## src/rtl/link_pulse_if.sv

```systemverilog
// Control/status bundle between auto-negotiation logic and the link pulse generator.
interface link_pulse_if #(
  parameter int unsigned CW_W = 16
);
  logic            en;
  logic            mode;
  logic            tx_busy;
  logic [CW_W-1:0] link_cw;
  logic            tx_p;
  logic            cw_ack;
  logic            burst_done;

  modport master (
    output en, mode, tx_busy, link_cw,
    input  tx_p, cw_ack, burst_done
  );

  modport slave (
    input  en, mode, tx_busy, link_cw,
    output tx_p, cw_ack, burst_done
  );
endinterface

```

## src/rtl/link_pulse_gen.sv

```systemverilog
// 10BASE-T link pulse generator: one NLP or a 33-slot FLP burst every PERIOD cycles.
// Pulses are suppressed and the period timer restarts while data is transmitting.
module link_pulse_gen #(
  parameter int unsigned PERIOD  = 320000,
  parameter int unsigned SLOT    = 1250,
  parameter int unsigned PULSE_W = 2,
  parameter int unsigned CW_W    = 16
) (
  input  logic       clk,
  input  logic       resetn,
  link_pulse_if.slave lp
);

  localparam int unsigned N_SLOT = 2 * CW_W + 1;
  localparam int unsigned LAST_K = N_SLOT - 1;
  localparam int unsigned PC_W   = $clog2(PERIOD);
  localparam int unsigned SO_W   = $clog2(SLOT);
  localparam int unsigned K_W    = $clog2(N_SLOT);

  if (!(PULSE_W >= 1 && PULSE_W < SLOT && N_SLOT * SLOT < PERIOD)) begin : g_param_err
    $error("link_pulse_gen: illegal PERIOD/SLOT/PULSE_W/CW_W combination");
  end

  typedef enum logic [1:0] {
    IDLE  = 2'd0,
    PULSE = 2'd1,
    GAP   = 2'd2,
    DONE  = 2'd3
  } state_t;

  state_t          state_q, state_d;
  logic [PC_W-1:0] pc_q, pc_d;
  logic [SO_W-1:0] so_q, so_d;
  logic [K_W-1:0]  k_q, k_d;
  logic            mode_q, mode_d;
  logic [CW_W-1:0] cw_q, cw_d;
  logic            tx_p_q, tx_p_d;
  logic            cw_ack_q, cw_ack_d;
  logic            burst_done_q, burst_done_d;

  logic [K_W-1:0]  last_k;
  logic            data_bit;
  logic            populated;

  // so_q/k_q track the slot position of the current cycle; outputs reflect the next one.
  always_comb begin
    state_d      = state_q;
    pc_d         = pc_q;
    so_d         = so_q;
    k_d          = k_q;
    mode_d       = mode_q;
    cw_d         = cw_q;
    tx_p_d       = 1'b0;
    cw_ack_d     = 1'b0;
    burst_done_d = 1'b0;
    last_k       = '0;
    data_bit     = 1'b0;
    populated    = 1'b0;

    if (!lp.en || lp.tx_busy) begin
      pc_d    = '0;
      so_d    = '0;
      k_d     = '0;
      state_d = IDLE;
    end else if (pc_q == PC_W'(PERIOD - 1)) begin
      // Wrap starts a group; slot 0 is always populated.
      pc_d     = '0;
      so_d     = '0;
      k_d      = '0;
      state_d  = PULSE;
      mode_d   = lp.mode;
      cw_d     = lp.link_cw;
      cw_ack_d = 1'b1;
      tx_p_d   = 1'b1;
    end else begin
      pc_d = pc_q + PC_W'(1);
      if (state_q == DONE) begin
        so_d    = '0;
        k_d     = '0;
        state_d = IDLE;
      end else if (state_q != IDLE) begin
        if (so_q == SO_W'(SLOT - 1)) begin
          so_d = '0;
          k_d  = k_q + K_W'(1);
        end else begin
          so_d = so_q + SO_W'(1);
        end
        last_k    = mode_q ? K_W'(LAST_K) : '0;
        data_bit  = |(cw_q & (CW_W'(1) << k_d[K_W-1:1]));
        populated = (k_d == '0) || (mode_q && (!k_d[0] || data_bit));
        if (k_d == last_k && so_d == SO_W'(PULSE_W)) begin
          state_d      = DONE;
          burst_done_d = 1'b1;
        end else if (so_d < SO_W'(PULSE_W)) begin
          state_d = PULSE;
          tx_p_d  = populated;
        end else begin
          state_d = GAP;
        end
      end
    end
  end

  always_ff @(posedge clk) begin
    if (!resetn) begin
      state_q      <= IDLE;
      pc_q         <= '0;
      so_q         <= '0;
      k_q          <= '0;
      mode_q       <= 1'b0;
      cw_q         <= '0;
      tx_p_q       <= 1'b0;
      cw_ack_q     <= 1'b0;
      burst_done_q <= 1'b0;
    end else begin
      state_q      <= state_d;
      pc_q         <= pc_d;
      so_q         <= so_d;
      k_q          <= k_d;
      mode_q       <= mode_d;
      cw_q         <= cw_d;
      tx_p_q       <= tx_p_d;
      cw_ack_q     <= cw_ack_d;
      burst_done_q <= burst_done_d;
    end
  end

  assign lp.tx_p       = tx_p_q;
  assign lp.cw_ack     = cw_ack_q;
  assign lp.burst_done = burst_done_q;

endmodule

```

## src/flat_wrapper.sv

```systemverilog
// flat-port wrapper written by rule: the top's interface ports become plain ports
module link_pulse_gen_flat 
#(
  parameter int unsigned PERIOD  = 320000,
  parameter int unsigned SLOT    = 1250,
  parameter int unsigned PULSE_W = 2,
  parameter int unsigned CW_W    = 16
)
  (clk, resetn, lp_en, lp_mode, lp_tx_busy, lp_link_cw, lp_tx_p, lp_cw_ack, lp_burst_done);
  link_pulse_if #(.CW_W(CW_W)) lp_i ();
  input  logic clk;
  input  logic resetn;
  input wire logic [$bits(lp_i.en)-1:0] lp_en;
  input wire logic [$bits(lp_i.mode)-1:0] lp_mode;
  input wire logic [$bits(lp_i.tx_busy)-1:0] lp_tx_busy;
  input wire logic [$bits(lp_i.link_cw)-1:0] lp_link_cw;
  output wire logic [$bits(lp_i.tx_p)-1:0] lp_tx_p;
  output wire logic [$bits(lp_i.cw_ack)-1:0] lp_cw_ack;
  output wire logic [$bits(lp_i.burst_done)-1:0] lp_burst_done;
  assign lp_i.en = lp_en;
  assign lp_i.mode = lp_mode;
  assign lp_i.tx_busy = lp_tx_busy;
  assign lp_i.link_cw = lp_link_cw;
  assign lp_tx_p = lp_i.tx_p;
  assign lp_cw_ack = lp_i.cw_ack;
  assign lp_burst_done = lp_i.burst_done;
  link_pulse_gen #(.PERIOD(PERIOD), .SLOT(SLOT), .PULSE_W(PULSE_W), .CW_W(CW_W)) u_core (.clk(clk), .resetn(resetn), .lp(lp_i));
endmodule
```

## config.mk

```make
export PLATFORM = sky130hd
export DESIGN_NAME = link_pulse_gen_flat
export DESIGN_NICKNAME = d
export VERILOG_FILES = /design/src/rtl/link_pulse_if.sv /design/src/rtl/link_pulse_gen.sv /design/src/flat_wrapper.sv
export SDC_FILE = /design/constraint.sdc
export NUM_CORES = 1
export LEC_CHECK = 0
export BUFFER_PORTS_ARGS = -buffer_cell sky130_fd_sc_hd__buf_2
export CAP_MARGIN = 10
export CORE_UTILIZATION = 50
export CTS_CLUSTER_DIAMETER = 50
export CTS_CLUSTER_SIZE = 24
export DETAILED_ROUTE_END_ITERATION = 8
export GPL_TIMING_DRIVEN = 0
export PLACE_DENSITY = 0.68
export SYNTH_ARGS = -nofsm -noshare
export SYNTH_HDL_FRONTEND = slang
export SYNTH_SLANG_ARGS = --single-unit
```

## constraint.sdc

```tcl
create_clock -name clk -period 5.4 [get_ports clk]
set_input_delay 0.54 -clock clk [delete_from_list [all_inputs] [get_ports clk]]
set_output_delay 0.54 -clock clk [all_outputs]
set_load 0.01 [all_outputs]
```

==> impl_metrics.ini <==
[outcome]
status = complete, no violations

[pwr]
vdd_drop_max_mv = 0.132
power.leakage_nw = 1.21
power_density_nw_per_um2 = 231

[sta]
rsz0062_at_grt = no
max_freq_mhz = 375
clock-skew-final_ns = 0.00750
post-route-period-util_pct = 49.4
setup_viol = 0
fin_crit_ns = 2.67
slew_viol_final = 0
whs_ns = 0.443
slew_headroom_pct = 56.2
hold_violations = 0
tightestPinTransition_ns = 0.653
tns_ns = 0

[clock_network]
clk_pin_slew_ns = 0.07
cts_made_buffers = 9
clk_latency_ns = 0.33
cts.sinks = 58
clockRootBuffer = clkbuf_8
htree_levels = 3
cts_tree = done
cts_setup_buffers = 0
ctsHoldBuffers = 0
post_cts_resize_count = 0
clockBufferDepth = 2

[route]
wl_per_cell_um = 13.0
drt_wl_total_mm = 6.19
first_iter_violations = 94
firstDrtPassIters = 4
dr_total_vias = 2535
drtAntennaViolNets = 0
drc = 0
vias_per_cell = 5.34

[worst_setup_path]
r2r_slack_ns = 2.73
r2r_end = u_core.lp.tx_p
r2r-start = u_core.so_q[0]
cp_max_fo = 8
endpoint = u_core.lp.tx_p
reg2reg_depth = 9
crit_buf_inv = 1
crit_slowest_cell = dfxtp_1
path_delay_family = compound AO/OA/AOI/OAI gates
arrival_ns = 2.88
path_class = flip-flop to flip-flop
required_ns = 5.61
critPathMaxStageDelay_ns = 0.43
start_kind = flip-flop
cp_common_cell = o21ai_1
crit_chain = ha_1 -> nor4bb_1 -> clkbuf_2 -> nand4_4 -> xor2_2 -> mux2_2 -> a221o_1 -> o21ai_1 -> o21ai_1
startpoint = u_core.so_q[0]
worstSetupPathDepth = 9
end_kind = flip-flop

[logic_synthesis]
yosysSeqAreaShare_pct = 38.7
synth-simple-area-share_pct = 29.8
synthMuxAreaShare_pct = 1.96
yosys.area_share.adder_pct = 1.67
synth-xor-area-share_pct = 10.8
synth.distinct_cells = 55
ys.flop_type = dfxtp_1
synth_edf_count = 0
synthCells = 365
syn_area_um2 = 3000
syn_nets = 390
synth_seq_cells = 58
synth_compound_area_share_pct = 12.1
ys.warnings.count = 0
async_reset_ff_share_pct = 0
synth_top_family_by_area = simple AND/OR/NAND/NOR gates
avgSynthCellArea_um2 = 8.21

[global_route]
grt_first_pass_wirelength_mm = 10.5
grt_max_degree = 11
antenna_found_initial = 0
grt_pass1_vias = 2289
track_usage_pct = 21.2
grt-ovfl-total = 0

[placed_design]
io_buffers = 23
dp_hpwl_mm = 4.36
place.gp.congestion = 0.843

[final_layout]
multi_input_area_um2 = 1690
regArea_um2 = 1160
drive_gt1_share_pct = 16.4
final_nets = 424
area_growth_pct = 12.2
n_antenna_cell = 0
fillCellCount = 511

[floorplan]
rows = 27
ios = 24
die_w_um = 79.4
start_util_pct = 53.1
die-area_um2 = 6310
die_h_um = 79.4
fp.coreArea_um2 = 5640

[worst_hold_path]
hold_path_class = primary input to flip-flop

[run]
drv_cap = 0
## cell families after synthesis
logic type | count (synthesis)
AO/OA/AOI/OAI | 58
XOR/XNOR | 36
adder cells (fa/ha/maj) | 4
buffers and inverters | 25
flip-flops | 58
multiplexers | 5
AND/OR/NAND/NOR | 179
## registers in the layout, summed over array words and instances, names as in the netlist
name,cells
u_core.pc_q,19
u_core.lp.tx_p,1
u_core.mode_q,1
u_core.so_q,11
u_core.lp.cw_ack,1
u_core.k_q,6
u_core.state_q,2
u_core.cw_q,16
u_core.lp.burst_done,1
## placed cells by master, fill, tap and decap left out, types with 2 or more instances in the layout
cell / n
mux2_2: 3
nor2_1: 48
and4_1: 2
or2_2: 3
dfxtp_1: 58
o2111ai_1: 4
a222oi_1: 2
nor4_1: 4
o211ai_1: 2
a31oi_1: 2
o21ai_0: 7
o21ai_1: 3
nand3_1: 14
xnor2_1: 17
clkinvlp_4: 2
and3b_1: 3
and3_1: 9
nor3b_1: 3
nand4_1: 8
xor2_1: 18
clkbuf_8: 9
o31ai_1: 2
nand2_1: 56
buf_6: 4
ha_1: 4
clkinv_2: 4
inv_1: 3
clkbuf_1: 7
buf_2: 27
a21oi_1: 26
or3_1: 2
nand2b_1: 5
nor3_1: 13
buf_4: 5
## power by group
part	internal (W)	total (W)	leakage, nW	switching [W]
Sequential	0.000428	0.000429	0.467	0.000000498
Combinational	0.00000740	0.0000161	0.658	0.00000871
Clock	0.000160	0.000332	0.0806	0.000172
## worst register-to-register path, stage by stage, from the launching register on
cell      delay [ns]
dfxtp_1         0.43
ha_1            0.18
nor4bb_1        0.19
clkbuf_2        0.25
nand4_4         0.14
xor2_2          0.42
mux2_2          0.39
a221o_1         0.32
o21ai_1         0.12
o21ai_1         0.10
## metal layers
metal	vias up	global-route usage, %	routed length [µm]
met1	1158	29.3	3200
met4	0	8.55	79
met5	-	0	0
met2	37	32.4	2740
li1	1333	-	-
met3	7	4.00	176
## how the worst min path moves through the flow
stage,end,cells after the start,start
after global placement,u_core.cw_q[10],2,u_core.cw_q[10]
after floorplan,u_core.cw_q[0],2,u_core.cw_q[0]
after CTS,u_core.cw_q[1],3,lp_link_cw[1]
after global routing,u_core.cw_q[7],3,lp_link_cw[7]
after detailed placement,u_core.cw_q[5],2,u_core.cw_q[5]
final,u_core.cw_q[3],3,lp_link_cw[3]
## through the flow
| step | worst slack [ns] | std cells | area, µm² | util [%] | power, W |
|---|---|---|---|---|---|
| 4_1_cts | 2.73 | 475 | 3360 | 59.6 | 0.000787 |
| 2_1_floorplan | 3.05 | 365 | 3000 | - | 0.000445 |
| 5_1_grt | 2.60 | 475 | 3360 | 59.6 | 0.000806 |
| 6_report | 2.73 | 475 | 3360 | 59.6 | 0.000777 |
| 3_3_place_gp | 2.77 | 460 | 3200 | 56.8 | 0.000454 |
| 3_5_place_dp | 2.74 | 460 | 3200 | 56.8 | 0.000454 |
## cell type report
| type | count | area share (%) |
|---|---|---|
| multi-input combinational | 282 | 50.2 |
| sequential | 58 | 34.5 |
| buffer | 21 | 3.98 |
| clock buffer | 9 | 3.69 |
| timing repair buffer | 23 | 3.43 |
| tap | 72 | 2.68 |
| clock inverter | 6 | 1.04 |
| inverter | 4 | 0.447 |
## cell usage after synthesis (4+ instances only)
cell	instances	area, µm²
nor4_1	4	25.0
a21oi_1	26	130
nor2_1	48	180
buf_2	4	20.0
o2111ai_1	4	35.0
ha_1	4	50.1
xor2_1	18	158
clkbuf_1	7	26.3
nand2_1	56	210
nand3_1	14	70.1
buf_4	5	37.5
nand2b_1	5	31.3
o21ai_0	7	35.0
and3_1	9	56.3
buf_6	4	45.0
nand4_1	8	50.1
xnor2_1	17	149
nor3_1	13	65.1
dfxtp_1	58	1160
Note: power is estimated with default switching activity, not from simulation.
